[src/rtl/core_pkg.sv]
// Shared decode constants and types for the RV32I core pipeline stages.
package core_pkg;

    localparam logic [6:0] OPC_LUI    = 7'b0110111;
    localparam logic [6:0] OPC_AUIPC  = 7'b0010111;
    localparam logic [6:0] OPC_JAL    = 7'b1101111;
    localparam logic [6:0] OPC_JALR   = 7'b1100111;
    localparam logic [6:0] OPC_BRANCH = 7'b1100011;
    localparam logic [6:0] OPC_LOAD   = 7'b0000011;
    localparam logic [6:0] OPC_STORE  = 7'b0100011;
    localparam logic [6:0] OPC_OP_IMM = 7'b0010011;
    localparam logic [6:0] OPC_OP     = 7'b0110011;

    localparam logic [31:0] NOP_INSTR = 32'h0000_0013;

    typedef enum logic {
        EMPTY = 1'b0,
        FULL  = 1'b1
    } id_fsm_e;

    typedef struct packed {
        logic re1;
        logic re2;
        logic rd_we;
        logic is_load;
        logic illegal;
    } dec_t;

endpackage

[src/rtl/core_id_stage_if.sv]
// Bundles the IF, regfile, hazard and EX-side signals seen by the ID stage.
interface core_id_stage_if #(
    parameter int XLEN  = 32,
    parameter int CNT_W = 32
);
    logic            i_valid;
    logic [XLEN-1:0] i_pc;
    logic [31:0]     i_instr;
    logic            o_ready;
    logic            o_re1;
    logic            o_re2;
    logic [4:0]      o_raddr1;
    logic [4:0]      o_raddr2;
    logic            o_rd_latch;
    logic            i_flush;
    logic            i_ld_pend;
    logic [4:0]      i_ld_rd;
    logic            o_valid;
    logic            i_ex_ready;
    logic [XLEN-1:0] o_pc;
    logic [31:0]     o_instr;
    logic            o_rd_we;
    logic [4:0]      o_rd;
    logic            o_is_load;
    logic            o_illegal;
    logic [CNT_W-1:0] o_stall_cnt;

    modport slave (
        input  i_valid, i_pc, i_instr, i_flush, i_ld_pend, i_ld_rd, i_ex_ready,
        output o_ready, o_re1, o_re2, o_raddr1, o_raddr2, o_rd_latch,
               o_valid, o_pc, o_instr, o_rd_we, o_rd, o_is_load, o_illegal, o_stall_cnt
    );

    modport master (
        output i_valid, i_pc, i_instr, i_flush, i_ld_pend, i_ld_rd, i_ex_ready,
        input  o_ready, o_re1, o_re2, o_raddr1, o_raddr2, o_rd_latch,
               o_valid, o_pc, o_instr, o_rd_we, o_rd, o_is_load, o_illegal, o_stall_cnt
    );

endinterface

[src/rtl/core_id_decode.sv]
// Combinational opcode classifier: register-port usage, writeback, load and illegal flags.
module core_id_decode
    import core_pkg::*;
(
    input  logic [6:0] opcode,
    input  logic [4:0] rd,
    output dec_t       dec
);

    logic rd_nz;
    assign rd_nz = (rd != 5'd0);

    always_comb begin
        dec = '0;
        unique case (opcode)
            OPC_LUI, OPC_AUIPC, OPC_JAL: begin
                dec.rd_we = rd_nz;
            end
            OPC_JALR, OPC_OP_IMM: begin
                dec.re1   = 1'b1;
                dec.rd_we = rd_nz;
            end
            OPC_LOAD: begin
                dec.re1     = 1'b1;
                dec.rd_we   = rd_nz;
                dec.is_load = 1'b1;
            end
            OPC_BRANCH, OPC_STORE: begin
                dec.re1 = 1'b1;
                dec.re2 = 1'b1;
            end
            OPC_OP: begin
                dec.re1   = 1'b1;
                dec.re2   = 1'b1;
                dec.rd_we = rd_nz;
            end
            default: begin
                dec.illegal = 1'b1;
            end
        endcase
    end

endmodule

[src/rtl/core_id_stage.sv]
// RV32I instruction-decode stage: regfile read issue, load-use hazard detection,
// single-entry ID pipeline register towards EX and a hazard-stall counter.
module core_id_stage
    import core_pkg::*;
#(
    parameter int XLEN  = 32,
    parameter int CNT_W = 32
) (
    input  logic            clk,
    input  logic            rst,
    core_id_stage_if.slave  bus
);

    dec_t             dec;
    id_fsm_e          state, state_nxt;
    logic             re1, re2;
    logic [4:0]       rs1, rs2;
    logic             hazard, ready, accept, drain;
    logic [XLEN-1:0]  pc_q;
    logic [31:0]      instr_q;
    logic             rd_we_q, is_load_q, illegal_q;
    logic [4:0]       rd_q;
    logic [CNT_W-1:0] cnt_q;

    core_id_decode u_decode (
        .opcode (bus.i_instr[6:0]),
        .rd     (bus.i_instr[11:7]),
        .dec    (dec)
    );

    assign rs1 = bus.i_instr[19:15];
    assign rs2 = bus.i_instr[24:20];
    assign re1 = bus.i_valid & dec.re1;
    assign re2 = bus.i_valid & dec.re2;

    // A source matches either a load still in EX or a load sitting in our own register.
    always_comb begin
        hazard = 1'b0;
        if (re1 && rs1 != 5'd0 &&
            ((bus.i_ld_pend && bus.i_ld_rd == rs1) ||
             (state == FULL && is_load_q && rd_q == rs1)))
            hazard = 1'b1;
        if (re2 && rs2 != 5'd0 &&
            ((bus.i_ld_pend && bus.i_ld_rd == rs2) ||
             (state == FULL && is_load_q && rd_q == rs2)))
            hazard = 1'b1;
    end

    assign drain  = (state == FULL) & bus.i_ex_ready;
    assign ready  = ~bus.i_flush & ~hazard & ((state == EMPTY) | bus.i_ex_ready);
    assign accept = bus.i_valid & ready;

    always_comb begin
        state_nxt = state;
        if (accept)
            state_nxt = FULL;
        else if (drain || bus.i_flush)
            state_nxt = EMPTY;
    end

    always_ff @(posedge clk or posedge rst) begin
        if (rst)
            state <= EMPTY;
        else
            state <= state_nxt;
    end

    always_ff @(posedge clk or posedge rst) begin
        if (rst) begin
            pc_q      <= '0;
            instr_q   <= NOP_INSTR;
            rd_we_q   <= 1'b0;
            rd_q      <= 5'd0;
            is_load_q <= 1'b0;
            illegal_q <= 1'b0;
        end else if (accept) begin
            pc_q      <= bus.i_pc;
            instr_q   <= bus.i_instr;
            rd_we_q   <= dec.rd_we;
            rd_q      <= bus.i_instr[11:7];
            is_load_q <= dec.is_load;
            illegal_q <= dec.illegal;
        end
    end

    always_ff @(posedge clk or posedge rst) begin
        if (rst)
            cnt_q <= '0;
        else if (bus.i_valid && hazard && !bus.i_flush)
            cnt_q <= cnt_q + 1'b1;
    end

    assign bus.o_ready     = ready;
    assign bus.o_re1       = re1;
    assign bus.o_re2       = re2;
    assign bus.o_raddr1    = rs1;
    assign bus.o_raddr2    = rs2;
    assign bus.o_rd_latch  = (state == FULL) & ~bus.i_ex_ready & ~bus.i_flush;
    assign bus.o_valid     = (state == FULL);
    assign bus.o_pc        = pc_q;
    assign bus.o_instr     = instr_q;
    assign bus.o_rd_we     = rd_we_q;
    assign bus.o_rd        = rd_q;
    assign bus.o_is_load   = is_load_q;
    assign bus.o_illegal   = illegal_q;
    assign bus.o_stall_cnt = cnt_q;

endmodule

[src/flat_wrapper.sv]
// flat-port wrapper written by rule: the top's interface ports become plain ports
module core_id_stage_flat import core_pkg::*;
#(
    parameter int XLEN  = 32,
    parameter int CNT_W = 32
)
  (clk, rst, bus_i_valid, bus_i_pc, bus_i_instr, bus_i_flush, bus_i_ld_pend, bus_i_ld_rd, bus_i_ex_ready, bus_o_ready, bus_o_re1, bus_o_re2, bus_o_raddr1, bus_o_raddr2, bus_o_rd_latch, bus_o_valid, bus_o_pc, bus_o_instr, bus_o_rd_we, bus_o_rd, bus_o_is_load, bus_o_illegal, bus_o_stall_cnt);
  core_id_stage_if #(.XLEN(XLEN), .CNT_W(CNT_W)) bus_i ();
  input  logic clk;
  input  logic rst;
  input wire logic [$bits(bus_i.i_valid)-1:0] bus_i_valid;
  input wire logic [$bits(bus_i.i_pc)-1:0] bus_i_pc;
  input wire logic [$bits(bus_i.i_instr)-1:0] bus_i_instr;
  input wire logic [$bits(bus_i.i_flush)-1:0] bus_i_flush;
  input wire logic [$bits(bus_i.i_ld_pend)-1:0] bus_i_ld_pend;
  input wire logic [$bits(bus_i.i_ld_rd)-1:0] bus_i_ld_rd;
  input wire logic [$bits(bus_i.i_ex_ready)-1:0] bus_i_ex_ready;
  output wire logic [$bits(bus_i.o_ready)-1:0] bus_o_ready;
  output wire logic [$bits(bus_i.o_re1)-1:0] bus_o_re1;
  output wire logic [$bits(bus_i.o_re2)-1:0] bus_o_re2;
  output wire logic [$bits(bus_i.o_raddr1)-1:0] bus_o_raddr1;
  output wire logic [$bits(bus_i.o_raddr2)-1:0] bus_o_raddr2;
  output wire logic [$bits(bus_i.o_rd_latch)-1:0] bus_o_rd_latch;
  output wire logic [$bits(bus_i.o_valid)-1:0] bus_o_valid;
  output wire logic [$bits(bus_i.o_pc)-1:0] bus_o_pc;
  output wire logic [$bits(bus_i.o_instr)-1:0] bus_o_instr;
  output wire logic [$bits(bus_i.o_rd_we)-1:0] bus_o_rd_we;
  output wire logic [$bits(bus_i.o_rd)-1:0] bus_o_rd;
  output wire logic [$bits(bus_i.o_is_load)-1:0] bus_o_is_load;
  output wire logic [$bits(bus_i.o_illegal)-1:0] bus_o_illegal;
  output wire logic [$bits(bus_i.o_stall_cnt)-1:0] bus_o_stall_cnt;
  assign bus_i.i_valid = bus_i_valid;
  assign bus_i.i_pc = bus_i_pc;
  assign bus_i.i_instr = bus_i_instr;
  assign bus_i.i_flush = bus_i_flush;
  assign bus_i.i_ld_pend = bus_i_ld_pend;
  assign bus_i.i_ld_rd = bus_i_ld_rd;
  assign bus_i.i_ex_ready = bus_i_ex_ready;
  assign bus_o_ready = bus_i.o_ready;
  assign bus_o_re1 = bus_i.o_re1;
  assign bus_o_re2 = bus_i.o_re2;
  assign bus_o_raddr1 = bus_i.o_raddr1;
  assign bus_o_raddr2 = bus_i.o_raddr2;
  assign bus_o_rd_latch = bus_i.o_rd_latch;
  assign bus_o_valid = bus_i.o_valid;
  assign bus_o_pc = bus_i.o_pc;
  assign bus_o_instr = bus_i.o_instr;
  assign bus_o_rd_we = bus_i.o_rd_we;
  assign bus_o_rd = bus_i.o_rd;
  assign bus_o_is_load = bus_i.o_is_load;
  assign bus_o_illegal = bus_i.o_illegal;
  assign bus_o_stall_cnt = bus_i.o_stall_cnt;
  core_id_stage #(.XLEN(XLEN), .CNT_W(CNT_W)) u_core (.clk(clk), .rst(rst), .bus(bus_i));
endmodule
[config.mk]
export PLATFORM = sky130hd
export DESIGN_NAME = core_id_stage_flat
export DESIGN_NICKNAME = d
export VERILOG_FILES = /design/src/rtl/core_pkg.sv /design/src/rtl/core_id_stage_if.sv /design/src/rtl/core_id_decode.sv /design/src/rtl/core_id_stage.sv /design/src/flat_wrapper.sv
export SDC_FILE = /design/constraint.sdc
export NUM_CORES = 1
export LEC_CHECK = 0
export CORE_MARGIN = 4
export CORE_UTILIZATION = 44
export CTS_BUF_LIST = sky130_fd_sc_hd__clkbuf_4
export CTS_CLUSTER_DIAMETER = 100
export DETAILED_ROUTE_END_ITERATION = 8
export GPL_TIMING_DRIVEN = 0
export MAX_ROUTING_LAYER = met4
export PLACE_DENSITY = 0.86
export SKIP_LAST_GASP = 1
export SLEW_MARGIN = 0
export SYNTH_ARGS = -nofsm -noshare
export SYNTH_HDL_FRONTEND = slang
export SYNTH_SLANG_ARGS = --single-unit
[constraint.sdc]
create_clock -name clk -period 4.35 [get_ports clk]
set_input_delay 0.87 -clock clk [delete_from_list [all_inputs] [get_ports clk]]
set_output_delay 0.87 -clock clk [all_outputs]
set_load 0.01 [all_outputs]
; ---- Word level (Yosys, flattened, before mapping)
; Index checks and enable logic that the tools add are counted.
[totals]
register_bits = 105
in_bits = 75
out_inout_bits = 119
elab_cells = 67
[op_classes]
n_addsub = 1
n_eq_ne = 13
mux = 9
bitwise_logic = 13
reduce_logical = 23
[ops]
columns = op, count
row1 = 32-bit by 1-bit adder with 32-bit output (second input constant), 1
row2 = 7-bit by 6-bit == test with 1-bit output (second input constant), 3
row3 = 7-bit == test (second input constant), 3
row4 = 5-bit == test, 4
row5 = 5-bit nonzero test, 3
row6 = 7-bit by 5-bit == test with 1-bit output (second input constant), 2
row7 = 1-bit logical AND, 11
row8 = 1-bit 2-to-1 mux, 9
row9 = 9-bit OR reduction, 1
row10 = 1-bit AND, 8
row11 = 7-bit by 2-bit == test with 1-bit output (second input constant), 1
row12 = 7-bit OR reduction, 1
row13 = 6-bit OR reduction, 1
row14 = 1-bit NOT, 4
row15 = 1-bit logical OR, 3
row16 = 3-bit OR reduction, 1
row17 = 2-bit nonzero test, 1
row18 = 1-bit zero test, 1
row19 = 1-bit bitwise OR, 1

; ---- Longest topological paths before layout
[logic_depth]
depth_word = 13
depth_mapped = 8
depth_no_buf = 7

; ---- By module
; From an unflattened synthesis, not the netlist that was laid out.
[hier_totals]
cells_unflattened = 353
area_unflattened_um2 = 4585.6
[modules_own_cells]
columns = mod, n_inst, cells_per_inst, area_per_inst_um2, seq_area_each_um2
row1 = core_id_stage, 1, 335, 4464.3, 2506.2
row2 = core_id_decode, 1, 18, 121.4, 0.0

; ---- Worst setup path after synthesis
; OpenSTA, ideal clock, no wires.
[synth_timing]
path_type = input-to-output
startpoint = input port bus_i_instr[20]
endpoint = output port bus_o_ready
arrival_time_ns = 1.935
setup_slack_ns = 1.545
cell_stages = 5
n_path_buf = 0
path_cell_list = or4_1 -> nor2_1 -> nor4b_2 -> a22oi_2 -> and3_1
[synth_via]
elab_chain_len = 8
word_cells_on_any_way = 12
[synth_lines]
columns = item, line_no
row1 = from (decl), flat_wrapper.sv:13  ; input wire logic [$bits(bus_i.i_instr)-1:0] bus_i_instr;
row2 = "5-bit == test, on equally long branches", "core_id_stage.sv:44, core_id_stage.sv:45"
row3 = "1-bit logical AND, on equally long branches", "core_id_stage.sv:44, core_id_stage.sv:45"
row4 = 1-bit logical OR, core_id_stage.sv:44  ; ((bus.i_ld_pend && bus.i_ld_rd == rs2) ||
row5 = 1-bit logical AND (*), core_id_stage.sv:43  ; if (re2 && rs2 != 5'd0 &&
row6 = 1-bit 2-to-1 mux (*), core_id_stage.sv:43
row7 = 1-bit NOT (*), core_id_stage.sv:50  ; assign ready = ~bus.i_flush & ~hazard & ((state == EMPTY) | bus.i_ex_ready);
row8 = 1-bit AND (*) (2 in series), core_id_stage.sv:50
row9 = to (decl), flat_wrapper.sv:18  ; output wire logic [$bits(bus_i.o_ready)-1:0] bus_o_ready;
; Every way passes the cells marked *; elsewhere a longest branch is shown, timed or not.

; ---- Final worst setup path
; Ends and elaborated chain as after synthesis.

==> metrics.md <==
| Metric | Value |
|---|---|
| CTS Buf Count | 9 |
| Clk_lat worst skew | 0.45 ns |
| Design Power | 2.41 mW |
| Commonest cells after routing, fill and taps aside | clkdlybuf4s50_1, dfrtp_1, mux2_2 |
| Synth Area in Simple Gates | 11.9% |
| Setup bufs post-CTS | 0 |
| Clock sink count | 100 |
| Clk slew on worst S/H paths | 0.14 ns |
| Relative slew slack | between 60 and 70% |
| Clock Path Buffers | 2 |
| Share of layout cells above drive strength 1 | between 20% and 30% |
| Port bufs | 193 |
| Commonest non-fill, non-tap cell in the layout | clkdlybuf4s50_1 |
| Root buf cell | clkbuf_4 |
| Post-Synthesis Cell Area | 4630 µm² |
| Ys flop type | dfrtp_1 |
| Cts repair resizes | 0 |
| Worst EP arrival | 3.15 ns |
| Crit Path Category | in -> out |
| Nets@finish | 646 |
| Crit path max fanout | 5 |
| Finished Layout Cells | 711 |
| PD cells | 345 nW/µm² |
| CTS Hold Buffers Added | 0 |
| Global-route wire length before repair | 20.5 mm |
| Crit share post-route | roughly 90% |
| Post-synthesis async set-or-reset flop share | 100% |
| Initial Util | 45.1% |
| Largest net degree at the start of global routing | 66 |
| Max-slew violations | 0 |
| Adder-cell area share of the yosys netlist | 0.270% |
| Startpoint Class | input pin |
| Core Box Area | 10,300 µm² |
| Status | completed |
| Vias | 3,588 |
| Cell area after layout | between 6000 and 7000 µm² |
| Vias in the first global route | 3,921 |
| H-tree depth | 3 |
| Slew at the pin closest to its max-slew limit | 0.495 ns |
| Synth Area in XOR/XNOR | slightly below 10% |
| Post-synth EDFFs | 0 |
| Top cells by area, synth | dfrtp_1, mux2_2, mux2_4 |
| Area Overhead vs Synth | 50.6% |
| DIE AREA | 12,200 µm² |
| Total grt overflow | 0 |
| Total wire length | 12.5 mm |
| Clock skew | 0.0160 ns |
| Largest family of logic cells by synthesized area | multiplexers |
| # DRC | 0 |
| Post-synthesis mux area share | 18.0% |
| Hold Crit Class | reg -> reg |
| Top-area cell type share of the netlist area | 52.4% |
| Rows | 37 |
| Crit path required time | 3.48 ns |
| Post-synthesis net count | ~440 |
| Number of vias per cell | 5.05 |
| Initial antenna violation count | 0 |
| Avg Inst Size Synth | 12.7 µm² |
| Ports | 194 |
| Chip height | 111 µm |
| Endpoints failing setup | 0 |
| Yosys warns | 0 |
| Area of the multi-input gates | roughly 1900 µm² |
| Global Route Usage Sum | 21.4% |
| Final GP Congestion | around 0.83 |
| Reg area | 2510 µm² |
| Fmax | 249 MHz |
| Hold_ws | around 0.49 ns |
| Final ANT Viol Nets | 0 |
| Static Leak | 3.07 nW |
| Cells after DPL | slightly below 700 |
| Number of DRC markers in iteration 0 | about 110 |
| #FFs+latches synth | 100 |
| VDD IR max | 0.178 mV |
| # Max-Cap Violations | 0 |
| Fin crit period | roughly 4 ns |
| Die width | 111 µm |
| Hpwl dp | 9.56 mm |
| Crit. End Element | primary output |
| TritonCTS clock tree | built |
| Filler cells | about 760 |
| Final core occ | 67.9% |
| Netlist cell types | 37 |
| Post-DP Area | 6770 µm² |
| Cells after Synth | 365 |
| Final hold viol count | 0 |
| Number of detailed-route iterations in the first pass | 6 |
| Avg WL per Cell | 17.6 µm |
| Area leader, netlist | dfrtp_1 |
| Register area share after synthesis | 54.1% |
| Antenna cells | 0 |
| Compound-Gate Fraction of Synth Area | 1.73% |
| RSZ-0062 raised after global routing | no |
cell families after synthesis:
kind of cell / after synthesis
adder cells (fa/ha/maj): 1
AO/OA/AOI/OAI: 12
flip-flops: 100
buffers and inverters: 32
XOR/XNOR: 51
multiplexers: 68
AND/OR/NAND/NOR: 101
worst paths after layout:
kind | startpoint | endpoint | slack (ns) | cells after the start
min reg2reg | u_core.bus.o_stall_cnt[9] | u_core.bus.o_stall_cnt[9] | 0.49 | 1
max in group asynchronous | rst | u_core.bus.o_instr[4] | 2.89 | 3
max reg2reg | u_core.bus.o_rd[0] | u_core.bus.o_pc[31] | 2.11 | 8
max | bus_i_instr[20] | bus_o_ready | 0.33 | 7
min in group asynchronous | rst | u_core.bus.o_pc[17] | 0.77 | 2
min | u_core.bus.o_stall_cnt[9] | u_core.bus.o_stall_cnt[9] | 0.49 | 1
worst max-delay path: stages:
cell and delay, ns:
clkdlybuf4s50_1 0.52, or4_1 0.57, nor2_1 0.18, nor4b_2 0.10, a22oi_2 0.18, and3_1 0.17, clkdlybuf4s50_1 0.55
routing by layer:
layer	up-vias	track usage (%)	wire [µm]
met2	139	35.6	6280
met5	-	-	0
met4	0	5.25	176
met1	1777	25.1	5190
li1	1656	-	-
met3	16	7.23	853
cell usage after synthesis (4+ instances only):
cell and n:
inv_1 7, xnor2_1 24, buf_4 16, nand3_1 9, xor2_1 27, buf_2 7, o21ai_0 4, and4_1 4
nand2_1 21, and3_1 4, nor3_1 11, nor2_1 21, mux2_4 18, dfrtp_1 97, nor3b_1 7, nand4_1 10
mux2_2 49
power breakdown:
| part | switching [mW] | internal (mW) | leakage [nW] | total, mW |
|---|---|---|---|---|
| Combinational | 0.218 | 0.406 | 1.72 | 0.624 |
| Clock | 0.317 | 0.359 | 0.113 | 0.675 |
| Sequential | 0.0713 | 1.04 | 1.24 | 1.11 |
| Total | 0.606 | 1.80 | 3.07 | 2.41 |
state kept, by name, indices dropped and copies added (netlist names):
| register | count |
|---|---|
| u_core.bus.o_stall_cnt | 32 |
| u_core.bus.o_rd_we | 1 |
| u_core.bus.o_valid | 1 |
| u_core.bus.o_illegal | 1 |
| u_core.bus.o_instr | 28 |
| u_core.bus.o_is_load | 1 |
| u_core.bus.o_rd | 4 |
| u_core.bus.o_pc | 32 |
per-stage QoR:
step / TNS, ns / worst slack [ns]
floorplan: 0 / 0.866
global placement: -53.18 / -0.553
detailed placement: 0 / 0.289
CTS: 0 / 0.278
global route: 0 / 0.153
finish: 0 / 0.334
layout make-up:
| class | instances | share of cell area, % |
|---|---|---|
| inverters | 7 | 0.412 |
| well taps | 136 | 2.44 |
| plain buffers | 25 | 2.55 |
| multi-input cells | 233 | 27.6 |
| clock buffers | 10 | 1.08 |
| repair buffers | 194 | 28.1 |
| flip-flops and latches | 100 | 35.9 |
| clock inverters | 6 | 1.95 |
Power figures use the tool's default switching activity.
